**src/rtl/decimal_merge.sv**
```systemverilog
`default_nettype none
// ============================================================================
// decimal_merge : sequential two-digit BCD to binary converter (adds 10/clock)
// Rev 1.0
// ============================================================================
module decimal_merge #(
  parameter int NUM_W = 5
) (
  input  logic             clk,
  input  logic             rst,
  input  logic             start_i,
  input  logic [3:0]       dec_i,
  input  logic [3:0]       unit_i,
  output logic [NUM_W-1:0] number_o,
  output logic             busy_o,
  output logic             done_o,
  output logic             err_o
);

  typedef enum logic [1:0] {
    IDLE   = 2'd0,
    ACCUM  = 2'd1,
    FINISH = 2'd2
  } state_t;

  localparam logic [7:0] C_MAX = 8'((1 << NUM_W) - 1);

  state_t           state_q;
  logic [6:0]       acc_q;
  logic [3:0]       cnt_q;
  logic [NUM_W-1:0] number_q;
  logic             err_q;
  logic [7:0]       w_acc_ext;

  // Widened so both the saturation compare and the slice stay legal up to NUM_W=8.
  assign w_acc_ext = {1'b0, acc_q};

  always_ff @(posedge clk or posedge rst) begin
    if (rst) begin
      state_q  <= IDLE;
      acc_q    <= '0;
      cnt_q    <= '0;
      number_q <= '0;
      err_q    <= 1'b0;
    end else begin
      unique case (state_q)
        IDLE: begin
          if (start_i) begin
            if ((dec_i <= 4'd9) && (unit_i <= 4'd9)) begin
              acc_q   <= {3'b000, unit_i};
              cnt_q   <= dec_i;
              state_q <= ACCUM;
            end else begin
              number_q <= '0;
              err_q    <= 1'b1;
              state_q  <= FINISH;
            end
          end
        end
        ACCUM: begin
          if (cnt_q != 4'd0) begin
            acc_q <= acc_q + 7'd10;
            cnt_q <= cnt_q - 4'd1;
          end else begin
            if (w_acc_ext <= C_MAX) begin
              number_q <= w_acc_ext[NUM_W-1:0];
              err_q    <= 1'b0;
            end else begin
              number_q <= '1;
              err_q    <= 1'b1;
            end
            state_q <= FINISH;
          end
        end
        FINISH:  state_q <= IDLE;
        default: state_q <= IDLE;
      endcase
    end
  end

  assign number_o = number_q;
  assign err_o    = err_q;
  assign busy_o   = (state_q != IDLE);
  assign done_o   = (state_q == FINISH);

endmodule
`default_nettype wire

```
**config.mk**
```make
export PLATFORM = sky130hd
export DESIGN_NAME = decimal_merge
export DESIGN_NICKNAME = d
export VERILOG_FILES = /design/src/rtl/decimal_merge.sv
export SDC_FILE = /design/constraint.sdc
export NUM_CORES = 1
export LEC_CHECK = 0
export CAP_MARGIN = 20
export CORE_MARGIN = 2
export CORE_UTILIZATION = 30
export CTS_CLUSTER_SIZE = 10
export DETAILED_ROUTE_END_ITERATION = 8
export PLACE_DENSITY = 0.57
export SLEW_MARGIN = 10
export SYNTH_ARGS = -nofsm -noshare
export SYNTH_HDL_FRONTEND = slang
export SYNTH_SLANG_ARGS = --single-unit
```
**constraint.sdc**
```tcl
create_clock -name clk -period 2.4 [get_ports clk]
set_input_delay 0.72 -clock clk [delete_from_list [all_inputs] [get_ports clk]]
set_output_delay 0.72 -clock clk [all_outputs]
set_load 0.05 [all_outputs]
```
==> results.txt <==
Floorplan die width: 63.26 um. After technology mapping, the gate count stands at 110. Measured in cells, the most critical reg-to-reg path has a length of 6. Following the worst setup path forward leads to its endpoint at number_o[3].

Number of logic stages on the critical path including buffering: 1. The clock passes through at most 2 buffers. TritonCTS built the clock tree. The sum of buffers and inverters on the critical path was 1. Tracing the worst setup path back leads to its startpoint at number_o[3].

The via count of the first global-routing pass is 924. The final core utilization was 0.3906. Via count normalized by instance count: 5.266.

Setup violations remaining at the end of the flow were counted as 0. At the worst endpoint, the required time is 1.68 ns. In the layout the commonest cells are 19 x sky130_fd_sc_hd__dfrtp_1, 16 x sky130_fd_sc_hd__clkdlybuf4s50_1, 11 x sky130_fd_sc_hd__nor2_1, 8 x sky130_fd_sc_hd__o21ai_0. CTS placed an instance of sky130_fd_sc_hd__clkbuf_4 at the clock tree root.

The combined area of the multi-input logic cells was 535.5 sq um. For this run, the leading register cell type out of synthesis is sky130_fd_sc_hd__dfrtp_1. In this run, CTS created clock tree buffers numbering 3. For the total nets after synthesis, the log shows 124. By startpoint and endpoint, the worst setup path is classified as reg -> out.

Entering global routing, the biggest net connects 20 pins. Dividing total power by cell area gives a power density of 1143 nW/um^2. Sequential-to-total area share from yosys stat: 0.4513.

The tools report the total global routing track utilization as 0.1354. Cell internal power was estimated by the tool at 0.7984 mW. The endpoint of the lowest-slack register-to-register path is acc_q[5]. The tools report the share of total power in combinational logic as 0.500. The remaining max-slew budget at the tightest pin came out at 0.5898. The logs give 0 for the initial antenna violation count and 0 for the overflow left after global routing. The max-slew violation total from the final report was 0; the aggregate negative setup slack was 0 ns. For this run, the detailed router's first-pass iteration total came to 5. The startpoint identified for the worst register-to-register timing path is cnt_q[0].

Measured slew at the worst slew-check pin: 0.6088 ns. The number of rows in the core area is 21. The critical path goes through clkdlybuf4s50_1. The worst hold path begins at err_o.

The sequential share of power is 0.386, and the area growth from synthesis to layout is 24.70%. The net switching power of the design is 0.7037 mW. The endpoint type of the worst setup path was a primary output. The tool flagged a number of max-cap violations equal to 0. For the number of endpoints with negative hold slack in the final report, the log shows 0. In this design, the stage delay of the slowest critical-path cell is 0.81 ns.

Buffers placed on the I/O ports in this run total 18. The number of different library cells used by synthesis comes to 40. The run finished with clean final reports.

The logs give 3363 sq um for the area of the core and 0 for the count of hold buffers inserted by post-cts repair. The top achievable clock speed was 0.4510 GHz. Across all register-to-register paths, the minimum setup slack is 0.52 ns. The top-level port count is 19, and the top fanout value on the critical path is 2. Routability-driven placement finished with a final weighted congestion of 0.7900. In this run, synthesis inferred 0 flip-flops with an integrated enable. The leakage power is 0.5571 nW, and the placed wire-length estimate is 1.840 mm. The initial core utilization was 0.3132; the average detailed-routed wire length per instance was 14.07 um. Summing every instance area after synthesis gives 1054 sq um.

Number of setup buffers added after CTS: 0. The cell type group with the largest total delay on the critical path was buffers and inverters. The number of antenna cells inserted is 0. The clock network fraction of total power is 0.114.

Post-CTS repair changed the size of 0 cells. The proportion of register bits with asynchronous set or reset after synthesis was 1.000. The sequential cells in the finished layout cover a total of 475.5 sq um. The logs give 1286 sq um for the post-detailed-placement cell area and 19 for the number of sinks on the clock net. The filler cells instantiated in the layout total 370. The die covers 4002 sq um. For this block, the routed nets add up to 2.491 mm of wire. Setup repair after global routing left no endpoint under its margin. The fraction of layout instances using a drive strength above 1 was 0.1069. The global-route wire length before repair was 4.340 mm. After detailed routing, the number of remaining DRC violations is 0.

The tools report the total via count in the routed design as 932. A synthesized cell averages 9.577 sq um. The switching part of the total power was 0.4685; the minimum period implied by the final worst setup slack was 2.217 ns. The synthesized design contains 19 register bits. The first-iteration detailed-routing DRC count came out at 68. The worst setup path is launched from a flip-flop. The worst setup skew after layout was 0.01676 ns. The clock transition at the registers of the reported paths works out to 0.13 ns. VDD sags by at most 0.4351 mV. The final layout contains 146 nets. Once detail routing completed, the nets flagged for antenna violations numbered 0. On the critical path, the stage with the largest delay is an instance of sky130_fd_sc_hd__clkdlybuf4s50_1.

Summing all non-filler instances in the final layout gives an area of 1314 sq um. Height of the chip: 63.26 um. For the worst-skew pair, the clock arrives at the later sink with an insertion delay of 0.31 ns. Data arrives at the worst endpoint at 1.50 ns. The synthesis warning total came out at 0. The most common library cell in the layout ignoring fill and taps is sky130_fd_sc_hd__dfrtp_1. In this run the worst hold path is classified as reg -> reg.

The share of the clock period used by the worst path after layout came out at 0.9238. For the number of levels in the clock H-tree, the log shows 1.
## power by group through the flow
stage	combinational, mW	clock [mW]	sequential, mW
2_1_floorplan	0.506	0	0.614
6_report	0.751	0.171	0.579
3_3_place_gp	0.744	0	0.584
5_1_grt	0.836	0.189	0.604
3_5_place_dp	0.749	0	0.585
4_1_cts	0.755	0.174	0.577
## synth_stat cells, drive strengths merged, types with 2 or more instances
cell,number,area [sq um]
and2,4,25.03
inv,6,22.52
nor3,5,25.02
buf,3,15.01
nor4,2,12.51
dfrtp,19,475.5
o31ai,4,30.03
nand3,6,30.03
o21ai,11,58.81
a21oi,3,15.01
ha,3,37.54
nand2,4,15.01
nand2b,2,20.02
a211oi,2,15.01
nor2,11,41.29
o2bb2ai,5,43.79
## per-layer routing
metal,global-route usage,wire (um),vias to the layer above
li1,-,-,448
met1,0.1895,1255,439
met2,0.2074,1073,37
met3,0.02857,130,8
met4,0.04620,31,0
met5,0,0,-
## metrics by stage
step	worst slack, ns	total power [mW]	hold slack [ns]	cells
6_report	0.1828	1.502	0.5112	177
3_3_place_gp	0.1194	1.328	0.4822	173
5_1_grt	0.1363	1.629	0.5462	177
2_1_floorplan	0.4473	1.121	0.4776	110
3_5_place_dp	0.09501	1.334	0.4750	173
4_1_cts	0.1872	1.507	0.5156	177
## cell type report
class,count,share of cell area
Multi-Input combinational cell,81,0.4076
Tap cell,46,0.04381
Clock buffer,3,0.01714
Clock inverter,1,0.003810
Timing Repair Buffer,20,0.1448
Inverter,7,0.02095
Sequential cell,19,0.3619
## cell families after synthesis
group	Yosys count	synth area share
AND/OR/NAND/NOR	41	0.2126
multiplexers	2	0.02019
flip-flops	19	0.4513
AO/OA/AOI/OAI	35	0.2399
adder cells (fa/ha/maj)	3	0.03563
buffers and inverters	10	0.04037
## sequential cells by signal, indices dropped and copies added (netlist names)
register and count:
acc_q 7, cnt_q 4, err_o 1, number_o 5, state_q 2
## worst min-delay path by stage
stage / end / slack, ns / cells after the start
2_1_floorplan: acc_q[5] / 0.48 / 1
3_3_place_gp: number_o[0] / 0.48 / 1
3_5_place_dp: number_o[3] / 0.47 / 1
4_1_cts: number_o[0] / 0.52 / 1
5_1_grt: number_o[0] / 0.55 / 1
6_report: err_o / 0.51 / 1
(Power assumes the default switching activity.)
